`src/rtl/irq_pkg.sv`:
```
// Shared definitions for the interrupt controller: source count, FSM state
// codes and the fixed-priority encoder (bit 0 has the highest priority).
package irq_pkg;

    localparam int NUM_IRQ = 4;

    localparam logic [1:0] ST_IDLE      = 2'd0;
    localparam logic [1:0] ST_ISSUE     = 2'd1;
    localparam logic [1:0] ST_WAIT_TAKE = 2'd2;
    localparam logic [1:0] ST_SERVICE   = 2'd3;

    typedef struct packed {
        logic               found;
        logic [1:0]         idx;
        logic [NUM_IRQ-1:0] onehot;
    } prio_t;

    // Scans from the top down so the lowest set bit is the last one written.
    function automatic prio_t prio_enc(input logic [NUM_IRQ-1:0] req);
        prio_t r;
        r = '0;
        for (int i = NUM_IRQ - 1; i >= 0; i--) begin
            if (req[i]) begin
                r.found     = 1'b1;
                r.idx       = i[1:0];
                r.onehot    = '0;
                r.onehot[i] = 1'b1;
            end
        end
        return r;
    endfunction

endpackage

```
`src/rtl/irq_sync.sv`:
```
// One interrupt source: optional 2-flop synchroniser (IRQ_SYNC_EN) followed by
// a rising-edge detector. o_edge is a single-cycle pulse per rising edge.
module irq_sync (
    input  logic i_clk,
    input  logic i_rst_n,
    input  logic i_irq,
    output logic o_edge
);

    logic w_level;
    logic r_prev;

`ifdef IRQ_SYNC_EN
    logic r_sync1;
    logic r_sync2;

    always_ff @(posedge i_clk or negedge i_rst_n) begin
        if (!i_rst_n) begin
            r_sync1 <= 1'b0;
            r_sync2 <= 1'b0;
        end else begin
            r_sync1 <= i_irq;
            r_sync2 <= r_sync1;
        end
    end

    assign w_level = r_sync2;
`else
    assign w_level = i_irq;
`endif

    always_ff @(posedge i_clk or negedge i_rst_n) begin
        if (!i_rst_n) begin
            r_prev <= 1'b0;
        end else begin
            r_prev <= w_level;
        end
    end

    assign o_edge = w_level & ~r_prev;

endmodule

```
`src/rtl/irq_controller.sv`:
```
// Interrupt controller: edge-captured pending bits, software mask, and a
// one-in-flight issue/take/return FSM. IRQ_SYNC_EN enables input synchronisers.
module irq_controller
    import irq_pkg::prio_t, irq_pkg::prio_enc, irq_pkg::ST_IDLE, irq_pkg::ST_ISSUE,
           irq_pkg::ST_WAIT_TAKE, irq_pkg::ST_SERVICE;
#(
    parameter int                 NUM_IRQ    = 4,
    parameter logic [NUM_IRQ-1:0] MASK_RESET = 4'b1111
) (
    input  logic               clk,
    input  logic               reset,
    input  logic [NUM_IRQ-1:0] irq_src,
    input  logic               mask_wr,
    input  logic [NUM_IRQ-1:0] mask_wdata,
    input  logic               int_taken,
    input  logic               rti,
    output logic [NUM_IRQ-1:0] interrupts,
    output logic [NUM_IRQ-1:0] pending,
    output logic [NUM_IRQ-1:0] in_service,
    output logic [NUM_IRQ-1:0] mask,
    output logic               busy,
    output logic [1:0]         dbg_state
);

    logic [1:0]         r_state;
    logic [1:0]         w_next_state;
    logic [1:0]         r_sel;
    logic               r_busy;
    logic [NUM_IRQ-1:0] r_pending;
    logic [NUM_IRQ-1:0] r_mask;
    logic [NUM_IRQ-1:0] r_interrupts;
    logic [NUM_IRQ-1:0] r_in_service;
    logic [NUM_IRQ-1:0] w_edges;
    logic [NUM_IRQ-1:0] w_clr;
    prio_t              w_win;

    for (genvar g = 0; g < NUM_IRQ; g++) begin : g_src
        irq_sync u_sync (
            .i_clk   (clk),
            .i_rst_n (reset),
            .i_irq   (irq_src[g]),
            .o_edge  (w_edges[g])
        );
    end

    // Handshake: interrupts pulses for the single ISSUE cycle; fetch answers with
    // int_taken (accepted only in WAIT_TAKE) and later rti (accepted only in SERVICE).
    always_comb begin
        w_win        = prio_enc(r_pending & r_mask);
        w_next_state = r_state;
        w_clr        = '0;
        case (r_state)
            ST_IDLE:      if (w_win.found) w_next_state = ST_ISSUE;
            ST_ISSUE: begin
                w_next_state = ST_WAIT_TAKE;
                w_clr[r_sel] = 1'b1;
            end
            ST_WAIT_TAKE: if (int_taken) w_next_state = ST_SERVICE;
            ST_SERVICE:   if (rti) w_next_state = ST_IDLE;
            default:      w_next_state = ST_IDLE;
        endcase
    end

    always_ff @(posedge clk or negedge reset) begin
        if (!reset) begin
            r_state      <= ST_IDLE;
            r_busy       <= 1'b0;
            r_sel        <= '0;
            r_pending    <= '0;
            r_mask       <= MASK_RESET;
            r_interrupts <= '0;
            r_in_service <= '0;
        end else begin
            r_state      <= w_next_state;
            r_busy       <= (w_next_state != ST_IDLE);
            // A fresh edge on the source being cleared wins over the clear.
            r_pending    <= (r_pending & ~w_clr) | w_edges;
            r_interrupts <= '0;
            if (mask_wr) begin
                r_mask <= mask_wdata;
            end
            if (r_state == ST_IDLE && w_win.found) begin
                r_sel        <= w_win.idx;
                r_interrupts <= w_win.onehot;
                r_in_service <= w_win.onehot;
            end else if (r_state == ST_SERVICE && rti) begin
                r_in_service <= '0;
            end
        end
    end

    assign interrupts = r_interrupts;
    assign pending    = r_pending;
    assign in_service = r_in_service;
    assign mask       = r_mask;
    assign busy       = r_busy;
    assign dbg_state  = r_state;

endmodule

```
`config.mk`:
```
export PLATFORM = sky130hd
export DESIGN_NAME = irq_controller
export DESIGN_NICKNAME = d
export VERILOG_FILES = /design/src/rtl/irq_pkg.sv /design/src/rtl/irq_sync.sv /design/src/rtl/irq_controller.sv
export SDC_FILE = /design/constraint.sdc
export NUM_CORES = 1
export LEC_CHECK = 0
export BUFFER_PORTS_ARGS = -buffer_cell sky130_fd_sc_hd__buf_2
export CAP_MARGIN = 5
export CORE_ASPECT_RATIO = 0.8
export CORE_MARGIN = 1
export CORE_UTILIZATION = 41
export CTS_CLUSTER_SIZE = 40
export DETAILED_ROUTE_END_ITERATION = 10
export PLACE_DENSITY = 0.78
export SLEW_MARGIN = 20
export SYNTH_ARGS = -nofsm -noshare
export SYNTH_HDL_FRONTEND = slang
export SYNTH_SLANG_ARGS = --single-unit
```
`constraint.sdc`:
```
create_clock -name clk -period 1.5 [get_ports clk]
set_input_delay 0.075 -clock clk [delete_from_list [all_inputs] [get_ports clk]]
set_output_delay 0.075 -clock clk [all_outputs]
set_load 0.02 [all_outputs]
```
# ---- Word-level counts from Yosys, hierarchy flattened
# Cells that the tools add are included.
dict set report word_totals {
  ff_bits 25
  output_inout_bits 19
  word_cells 48
}
dict set report classes {
  eq_ne 3
  bitwise 12
  n_lt_le_gt_ge 2
  reduce_logical 6
  n_mux 14
}
# operator n
set op_table {}
lappend op_table {{$mux W7} 4}
lappend op_table {{$mux W4} 4}
lappend op_table {{$and A4 B4 Y4} 2}
lappend op_table {{$pmux W2 S4} 1}
lappend op_table {{$mux W2} 3}
lappend op_table {{$and A1 B1 Y1} 4}
lappend op_table {{$eq A2 B2 Y1 const B} 2}
lappend op_table {{$not A1 Y1} 4}
lappend op_table {{$not A4 Y4} 1}
lappend op_table {{$or A4 B4 Y4} 1}
lappend op_table {{$reduce_bool A2 Y1} 2}
lappend op_table {{$logic_and A1 B1 Y1} 3}
lappend op_table {{$lt A2 B3 Y1 const B} 1}
lappend op_table {{$demux W1 S2} 1}
lappend op_table {{$eq A2 B1 Y1 const B} 1}
lappend op_table {{$ge A2 B1 Y1 const B} 1}
lappend op_table {{$logic_not A2 Y1} 1}
lappend op_table {{$mux W1} 1}

# ---- Depth between registers and ports, before layout
# Gate-level depths: netlist of run 1.
dict set report depth {
  depth_word 8
  ltp_mapped 4
}

# ---- By module
# Synthesis of run 1 repeated with hierarchy kept, for this count alone.
dict set report hier_totals {
  cells_unflattened 73
  hier_area_um2 974.7
}
# module cells_per_inst n_inst area_per_inst_um2
set by_module_without_submodules {}
lappend by_module_without_submodules {irq_controller 65 1 819.5}
lappend by_module_without_submodules {irq_sync 2 4 38.8}

# ---- Least setup slack after synthesis of run 1
# OpenSTA, ideal clock, no wires.
dict set report synth_timing {
  path_kind {register to register}
  startpoint {reg r_mask[2] (netlist: mask[2])}
  endpoint {reg r_sel[0]}
  required_time_ps 1436
  setup_slack_ps 59
  setup_time_ps 64
  period_less_slack_ps 1441
  stages_incl_launch_ff 5
  path_buffers 0
  arrival_ps 1377
  cell_sequence {dfstp_2 a22oi_2 a311o_1 a221oi_2 a21o_1}
}
dict set report synth_via {
  elab_chain_cells 5
}
# item line
set synth_lines {}
lappend synth_lines {{start, declared} irq_controller.sv:30} ;# logic [NUM_IRQ-1:0] r_mask;
lappend synth_lines {{start signal, assigned} irq_controller.sv:80} ;# r_mask <= mask_wdata;
lappend synth_lines {{$and A4 B4 Y4 (*)} irq_controller.sv:49} ;# w_win = prio_enc(r_pending & r_mask);
lappend synth_lines {{$mux W7 (*) (3 in series)} irq_pkg.sv:23} ;# if (req[i]) begin
lappend synth_lines {{$logic_and A1 B1 Y1} irq_controller.sv:82} ;# if (r_state == ST_IDLE && w_win.found) begin
lappend synth_lines {{end signal, assigned} irq_controller.sv:83} ;# r_sel <= w_win.idx;
lappend synth_lines {{end, declared} irq_controller.sv:27} ;# logic [1:0] r_sel;
# Every way passes the cells marked *; elsewhere a longest branch is shown, timed or not.
# A chain may end at the register's enable or synchronous reset.

# ---- Final worst setup path of run 1
dict set report layout_timing {
  startpoint {reg r_mask[0] (netlist: mask[0])}
  endpoint {reg r_sel[0]}
}
dict set report layout_via {
  elab_chain_cells 3
}
# item line
set layout_lines {}
lappend layout_lines {{$and A4 B4 Y4 (*)} irq_controller.sv:49}
lappend layout_lines {{$mux W7 (*)} irq_pkg.sv:23}
lappend layout_lines {{$logic_and A1 B1 Y1} irq_controller.sv:82}
# Marks and branches as above.

==> results of run 1 <==
## final cells by class
type	instances	area, µm²
inverter	6	22.5
tap	25	31.3
timing repair buffer	41	253
clock buffer	4	26.3
multi-input combinational	43	280
fill	198	896
sequential	25	631
## placed cells by master (no fill, tap or decap), drive strengths merged
cell type / Yosys / final
a21o: 5 / 5
a21oi: 1 / 1
a221oi: 1 / 1
a22oi: 1 / 1
a311o: 1 / 1
and3: 1 / 1
buf: 0 / 32
clkbuf: 0 / 4
dfrtp: 21 / 21
dfstp: 4 / 4
dlygate4sd3: 0 / 9
inv: 6 / 6
mux2: 4 / 4
nand2: 7 / 7
nand2b: 1 / 1
nand3: 3 / 3
nand3b: 1 / 1
nor2: 5 / 5
nor3: 1 / 1
o21ai: 9 / 9
o41ai: 2 / 2
## through the flow
step           power [W]  hold WS, ns  setup slack, ns  std cells  area [µm²]
3_3_place_gp     0.00161       0.0759            0.117        130        1110
2_1_floorplan    0.00139       -0.221           0.0589         74         928
6_report         0.00192       0.0576           0.0735        144        1240
3_5_place_dp     0.00163       0.0900           0.0662        130        1110
5_1_grt          0.00205       0.0487          0.00554        144        1240
4_1_cts          0.00194       0.0396           0.0477        143        1230
## cells by family (layout without fill, tap and decap cells)
kind of cell	after synthesis	after routing	share of synthesized area (%)
and+or+nand+nor	19	19	9.43
muxes	4	4	4.85
AOI/OAI and AO/OA	20	20	15.4
buffers and inverters	6	51	2.43
DFF	25	25	67.9
## metal layers
metal  vias to the layer above  share of wire, %  GRT usage (%)  wire length [µm]
met5                         -                 0              0                 0
met4                         0               1.6           4.50                29
met3                         5               5.1           6.43                93
met2                        21                51           28.4               929
met1                       338                42           18.0               761
li1                        348                 -              -                 -
## path summary, 6_finish.rpt
check                                           to  slack (ns)  cells after the start
setup / recovery              r_sel[0]$_DFFE_PN0P_        0.07                      4
hold / removal              dbg_state[0]$_DFF_PN0_        0.06                      4
setup reg to reg              r_sel[0]$_DFFE_PN0P_        0.07                      4
hold reg to reg               pending[0]$_DFF_PN0_        0.43                      1
max in group asynchronous      mask[1]$_DFFE_PN1P_        0.87                      2
min in group asynchronous  interrupts[1]$_DFF_PN0_        0.26                      2
## tightest hold or removal path, delay by kind of cell
family,cells,cell delay (ns)
AOI/OAI and AO/OA,1,0.07
buffers and inverters,1,0.09
and+or+nand+nor,2,0.11
## state kept, by name (all words and copies together) (netlist names)
signal               count
busy                     1
dbg_state                2
g_src.u_sync.r_prev      4
in_service               4
interrupts               4
mask                     4
pending                  4
r_sel                    2
## power breakdown
| part | internal, W | switching [W] | total [W] |
|---|---|---|---|
| Clock | 0.000104 | 0.000185 | 0.000289 |
| Combinational | 0.000255 | 0.000395 | 0.000650 |
| Sequential | 0.000835 | 0.000150 | 0.000985 |
## what timing repair did
item	in CTS	in global routing
setup buffers	0	1
hold buffers	9	0
endpoints found under the setup margin	0	1
resized for setup	0	1
hold endpoints to repair	29	0
==> flow_summary.yaml, run 1 <==
clock_network:
  cts_root_buf: "clkbuf_4"
  path_clk_slew_ns: 0.12
  tritoncts: "done"
  cts_sinks: 25
  clock_path_buffers: 2
  clk_latency_ns: 0.31
  htreeDepth: 1
  cts_buffers: 3
global_routing:
  grt_pass1_vias: 680
  grt.overflow.total: 0
  grt_pass1_wl_mm: 2.91
  grt_max_degree: 26
  antenna_found_initial: 0
  grt_usage_pct: 15.9
timing:
  setup_viol: 0
  skew_ns: 0.000834
  hold_viol: 0
  fin_tns_setup_ns: 0
  period_share_pct: 95.1
  max_clock_freq_ghz: 0.701
  tightest_slew_ns: 0.541
  slew_headroom_pct: 63.9
  rsz0062_at_grt: "false"
  finalMaxSlewViolations: 0
  period_needed_ns: 1.43
placement:
  port_buffers: 31
  dp.final_hpwl_mm: 1.30
  gp_congestion: 0.806
synth:
  synth_area_leaders: "dfrtp_1, dfstp_2, o21ai_0, mux2_2, a21o_1"
  synthCells: 74
  async_flop_share_pct: 100
  synth_ff_type: "dfrtp_1"
  syn-cell-area_um2: 928
  ys_warn_count: 0
  avgSynthCellArea_um2: 12.5
  yosys.cell_types.count: 19
  synth_edf_count: 0
  synth_area_leader_cell: "dfrtp_1"
  syn_nets: 87
  synth_top_cell_area_share_pct: 56.6
  ys_ff_latch: 25
  synth_most_common_cell: "dfrtp_1"
  synth-seq-area-share_pct: 67.9
  synthTopCellsByCount: "dfrtp_1, o21ai_0, inv_1, nand2_1"
die:
  core_area_um2: 2140
  rows: 15
  die_y_um: 44.6
  dieArea_um2: 2460
  io_pins: 32
  initial_utilization_pct: 43.4
  dieWidth_um: 55.2
power_and_ir_drop:
  p_per_area_nw_per_um2: 1550
  total_leakage_power_nw: 0.639
  vdd_ir_drop_max_uv: 939
worst_setup_path:
  critPathSlowestCell: "dfstp_2"
  worst_setup_path_start_kind: "flop"
  critPathMaxFanout: 5
  critPathTopFamily: "compound AO/OA/AOI/OAI gates"
  worstPathCellList: "nand2_4 > a311o_1 > a221oi_2 > a21o_1"
  max_stage_delay_ns: 0.59
  criticalPathCategory: "reg2reg"
  startpoint: "mask[0]$_DFFE_PN1P_"
  cp_num_buf_inv: 0
  worstPathRequired_ns: 1.76
  worstPathArrival_ns: 1.69
  reg2reg_from: "mask[0]$_DFFE_PN1P_"
  end_kind: "flop"
routing:
  vias: 712
  first_pass_iters: 7
  wire_per_inst_um: 12.6
  drt-initial-drc-count: 7
  drc_errors: 0
  via_per_inst: 4.94
  drt-total-wl_mm: 1.81
  ant_nets: 0
cells_and_area:
  antennaDiodeCount: 0
  drive_above_1_share_pct: 38.7
  area_growth_pct: 34.0
  post-route-util_pct: 58.1
  nets: 133
min_path:
  hold_start: "rti"
  hold_class: "in2reg"
run:
  drv_cap: 0
outcome:
  status: "complete, no violations"
(Power assumes the default switching activity.)
==> inputs of run 2 (changes only) <==
--- a/config.mk
+++ b/config.mk
@@ -5,6 +5,7 @@
 export SDC_FILE = /design/constraint.sdc
 export NUM_CORES = 1
 export LEC_CHECK = 0
+export ABC_AREA = 1
 export BUFFER_PORTS_ARGS = -buffer_cell sky130_fd_sc_hd__buf_2
 export CAP_MARGIN = 5
 export CORE_ASPECT_RATIO = 0.8
==> flow_summary.yaml, run 2 <==
die:
  dieWidth_um: 56.8
  rows: 15
  dieArea_um2: 2600
  io_pins: 32
  initial_utilization_pct: 44.4
  core_area_um2: 2210
  die_y_um: 45.8
global_routing:
  grt_pass1_vias: 708
  grt_usage_pct: 16.2
  grt_max_degree: 26
  grt.overflow.total: 0
  antenna_found_initial: 0
  grt_pass1_wl_mm: 3.07
routing:
  wire_per_inst_um: 11.3
  drt-total-wl_mm: 1.81
  drc_errors: 6
  vias: 773
  first_pass_iters: 7
  ant_nets: 0
  via_per_inst: 4.80
  drt-initial-drc-count: 20
clock_network:
  clock_path_buffers: 2
  tritoncts: "done"
  htreeDepth: 1
  cts_sinks: 25
  clk_latency_ns: 0.32
  path_clk_slew_ns: 0.13
  cts_buffers: 3
  postCtsSetupRepairBufs: 0
  cts_root_buf: "clkbuf_4"
cells_and_area:
  area_growth_pct: 30.8
  final_cell_mix: "buf_2, dfrtp_1, nand2_1"
  postLayoutCellArea_um2: 1290
  nFillCells: 194
  nets: 150
  post_layout_nonfiller_instances: 161
  drive_above_1_share_pct: 35.3
  layout_commonest_cell: "buf_2"
  antennaDiodeCount: 0
timing:
  period_share_pct: 78.0
  skew_ns: 0.00732
  rsz0062_at_grt: "false"
  tightest_slew_ns: 0.536
  hold_viol: 0
  setup_viol: 0
  max_clock_freq_ghz: 0.855
  whs_ns: 0.0376
  fin_tns_setup_ns: 0
  slew_headroom_pct: 64.3
  finalMaxSlewViolations: 0
  period_needed_ns: 1.17
placement:
  port_buffers: 31
  dp_cells: 148
  placed_cell_area_um2: 1170
  gp_congestion: 0.732
  dp.final_hpwl_mm: 1.34
synth:
  syn-cell-area_um2: 983
  synth_area_leader_cell: "dfrtp_1"
  synth_top_family_by_area: "simple AND/OR/NAND/NOR gates"
  synthSimpleGateAreaFrac_pct: 18.8
  synthMuxAreaShare_pct: 4.58
  synth_fa_ha_area_share_pct: 0
  synth_edf_count: 0
  synthTopCellsByCount: "dfrtp_1, nand2_1, inv_1"
  synth_compound_area_share_pct: 6.74
  synth_most_common_cell: "dfrtp_1"
  synth_top_cell_area_share_pct: 53.4
  ys_ff_latch: 25
  avgSynthCellArea_um2: 10.7
  synth-seq-area-share_pct: 64.1
  synth_area_leaders: "dfrtp_1, dfstp_2, nand2_1, inv_1, o21ai_1"
  synthCells: 92
  yosys.cell_types.count: 18
  async_flop_share_pct: 100
  synth_xor_area_share_pct: 0
  ys_warn_count: 0
  syn_nets: 105
  synth_ff_type: "dfrtp_1"
worst_setup_path:
  worst_setup_path_start_kind: "flop"
  criticalPathCategory: "reg2reg"
  r2r_cells: 6
  worstPathArrival_ns: 1.44
  worstPathRequired_ns: 1.77
  end_kind: "flop"
  critPathMaxFanout: 3
min_path:
  hold_class: "in2reg"
  hold_path_depth: 3
outcome:
  violations: "DRC"
  status: "finished, violations left"
power_and_ir_drop:
  p_per_area_nw_per_um2: 1690
  vdd_ir_drop_max_uv: 786
  total_leakage_power_nw: 0.687
run:
  drv_cap: 0
run 2: final timing paths:
kind | startpoint | to | slack [ns]
max | mask[2]$_DFFE_PN1P_ | in_service[0]$_DFFE_PN0P_ | 0.33
max reg2reg | mask[2]$_DFFE_PN1P_ | in_service[0]$_DFFE_PN0P_ | 0.33
min reg2reg | g_src[3].u_sync.r_prev$_DFF_PN0_ | pending[3]$_DFF_PN0_ | 0.42
min in group asynchronous | reset | in_service[1]$_DFFE_PN0P_ | 0.25
max in group asynchronous | reset | mask[2]$_DFFE_PN1P_ | 0.87
min | int_taken | dbg_state[0]$_DFF_PN0_ | 0.04
run 2: cell families after synthesis:
logic type             after synthesis
AOI/OAI and AO/OA                   12
buffers and inverters               15
DFF                                 25
muxes                                4
and+or+nand+nor                     36
run 2: critical path: stages, from the launching register on:
cell,delay (ns)
dfstp_2,0.57
nand2_1,0.09
nand2_1,0.12
nor2_1,0.06
nor2_2,0.12
nand2_1,0.09
nand2_1,0.08
run 2: metrics by stage:
stage | setup WS [ns] | power, W | utilization, %
finish | 0.330 | 0.00217 | 58.1
CTS | 0.314 | 0.00219 | 58.1
floorplan | 0.361 | 0.00160 | -
detailed placement | 0.338 | 0.00188 | 52.8
global route | 0.220 | 0.00232 | 58.1
global placement | 0.378 | 0.00186 | 52.8
run 2: where the power goes:
part | switching, W | internal, W | leakage [nW]
sequential | 0.000148 | 0.000860 | 0.294
clock | 0.000193 | 0.000104 | 0.0150
combinational | 0.000566 | 0.000298 | 0.377
run 2: routing by layer:
metal	vias to the layer above	share of wire (%)	global-route usage (%)
met4	0	0.44	2.93
met5	-	0	0
met2	30	47	29.3
met3	2	8.3	6.53
li1	383	-	-
met1	358	45	18.8
run 2: repair_timing:
action	4_1_cts	5_1_grt
hold buffers	9	0
hold endpoints to repair	33	0
gates resized for setup	0	0
run 2: area by class of cell:
| cell class | instances | area [µm²] | area share [%] |
|---|---|---|---|
| sequential | 25 | 631 | 49.0 |
| tap | 25 | 31.3 | 2.43 |
| clock buffer | 4 | 26.3 | 2.04 |
| timing repair buffer | 40 | 245 | 19.1 |
| inverter | 15 | 56.3 | 4.38 |
| multi-input combinational | 52 | 297 | 23.1 |
==> inputs of run 3 (changes only) <==
==> constraint.sdc (replaced) <==
create_clock -name clk -period 1.1 [get_ports clk]
set_input_delay 0.055 -clock clk [delete_from_list [all_inputs] [get_ports clk]]
set_output_delay 0.055 -clock clk [all_outputs]
set_load 0.02 [all_outputs]
==> flow_summary.yaml, run 3 (synthesis results as in run 2) <==
outcome:
  status: "finished, violations left"
  violations: "DRC, setup timing"
timing:
  tightest_slew_ns: 0.540
  fin_tns_setup_ns: -0.167
  hold_viol: 0
  slew_headroom_pct: 64.0
  skew_ns: 0.0106
  period_needed_ns: 1.15
  rsz0062_at_grt: "true"
  whs_ns: 0.0324
  finalWorstSetupSlack_ns: -0.0488
  period_share_pct: 104
  finalMaxSlewViolations: 0
  setup_viol: 8
  max_clock_freq_ghz: 0.870
cells_and_area:
  area_growth_pct: 59.9
  postLayoutCellArea_um2: 1570
  final_cell_mix: "buf_2, dfrtp_1, buf_6"
  post-route-util_pct: 71.0
  antennaDiodeCount: 0
  drive_above_1_share_pct: 56.0
  layout_commonest_cell: "buf_2"
  nets: 164
routing:
  via_per_inst: 4.89
  first_pass_iters: 7
  drt-initial-drc-count: 20
  vias: 856
  ant_nets: 0
  drc_errors: 6
  drt-total-wl_mm: 2.22
  wire_per_inst_um: 12.7
worst_setup_path:
  cp_num_buf_inv: 2
  max_stage_delay_ns: 0.57
  critPathTopFamily: "flip-flops"
  critPathSlowestCell: "dfstp_2"
  end_kind: "primary output"
  worstPathRequired_ns: 1.04
  crit_top_cell: "buf_6"
  worstPathCellList: "buf_6 > buf_6"
  worstPathArrival_ns: 1.09
  critPathMaxFanout: 2
  worst_setup_path_start_kind: "flop"
  criticalPathCategory: "reg2out"
clock_network:
  clk_latency_ns: 0.32
  cts_buffers: 3
  clock_path_buffers: 2
  cts_sinks: 25
  tritoncts: "done"
  path_clk_slew_ns: 0.12
  htreeDepth: 1
  cts_root_buf: "clkbuf_4"
die:
  io_pins: 32
  rows: 15
  die_y_um: 45.8
  initial_utilization_pct: 44.4
  core_area_um2: 2210
  dieArea_um2: 2600
  dieWidth_um: 56.8
global_routing:
  antenna_found_initial: 0
  grt_usage_pct: 17.8
  grt.overflow.total: 0
  grt_pass1_vias: 754
  grt_max_degree: 26
  grt_pass1_wl_mm: 3.32
power_and_ir_drop:
  p_per_area_nw_per_um2: 2350
  vdd_ir_drop_max_uv: 1170
  total_leakage_power_nw: 0.803
placement:
  placed_cell_area_um2: 1230
  port_buffers: 31
  place_ws_ns: -0.0135
  gp_congestion: 0.787
  dp.final_hpwl_mm: 1.43
min_path:
  hold_class: "in2reg"
run:
  drv_cap: 0
-- run 3: per-layer routing --
metal  track usage, %  part of all wire (%)  up-vias
met5                0                     0        -
met3             6.53                   6.4        4
met4             7.32                   1.5        0
met2             30.0                    50       29
met1             21.3                    42      417
li1                 -                     -      406
-- run 3: per-stage QoR --
stage / total power (W) / instances
3_3_place_gp: 0.00268 / 156
3_5_place_dp: 0.00272 / 156
4_1_cts: 0.00338 / 173
2_1_floorplan: 0.00219 / 92
5_1_grt: 0.00393 / 175
6_report: 0.00369 / 175
-- run 3: worst paths after layout --
kind                                                  start                        end  cells past startpoint  slack (ns)
max reg2reg                             mask[0]$_DFFE_PN1P_  in_service[0]$_DFFE_PN0P_                      6       -0.03
min                                                 mask_wr        mask[0]$_DFFE_PN1P_                      2        0.03
min in group asynchronous                             reset             busy$_DFF_PN0_                      2        0.23
min reg2reg                g_src[1].u_sync.r_prev$_DFF_PN0_       pending[1]$_DFF_PN0_                      1        0.41
max in group asynchronous                             reset     dbg_state[1]$_DFF_PN0_                      2        0.49
max                                     mask[1]$_DFFE_PN1P_                    mask[1]                      2       -0.05
-- run 3: where the power goes --
| part | internal, W | switching, W |
|---|---|---|
| logic | 0.000848 | 0.00102 |
| registers | 0.00118 | 0.000231 |
| clock network | 0.000136 | 0.000272 |
-- run 3: final cells by class --
cell class                      count  area, µm²
Inverter                           15       58.8
Tap cell                           25       31.3
Clock inverter                      1       5.00
Clock buffer                        3       22.5
Timing Repair Buffer               54        435
Sequential cell                    25        633
Fill cell                         162        642
Multi-Input combinational cell     52        387
-- run 3: timing repair --
action,CTS,global route
pin swaps,0,11
setup buffers,3,2
hold buffers,10,0
endpoints found under the hold margin,34,0
gates resized for setup,20,33
setup endpoints to repair,14,24
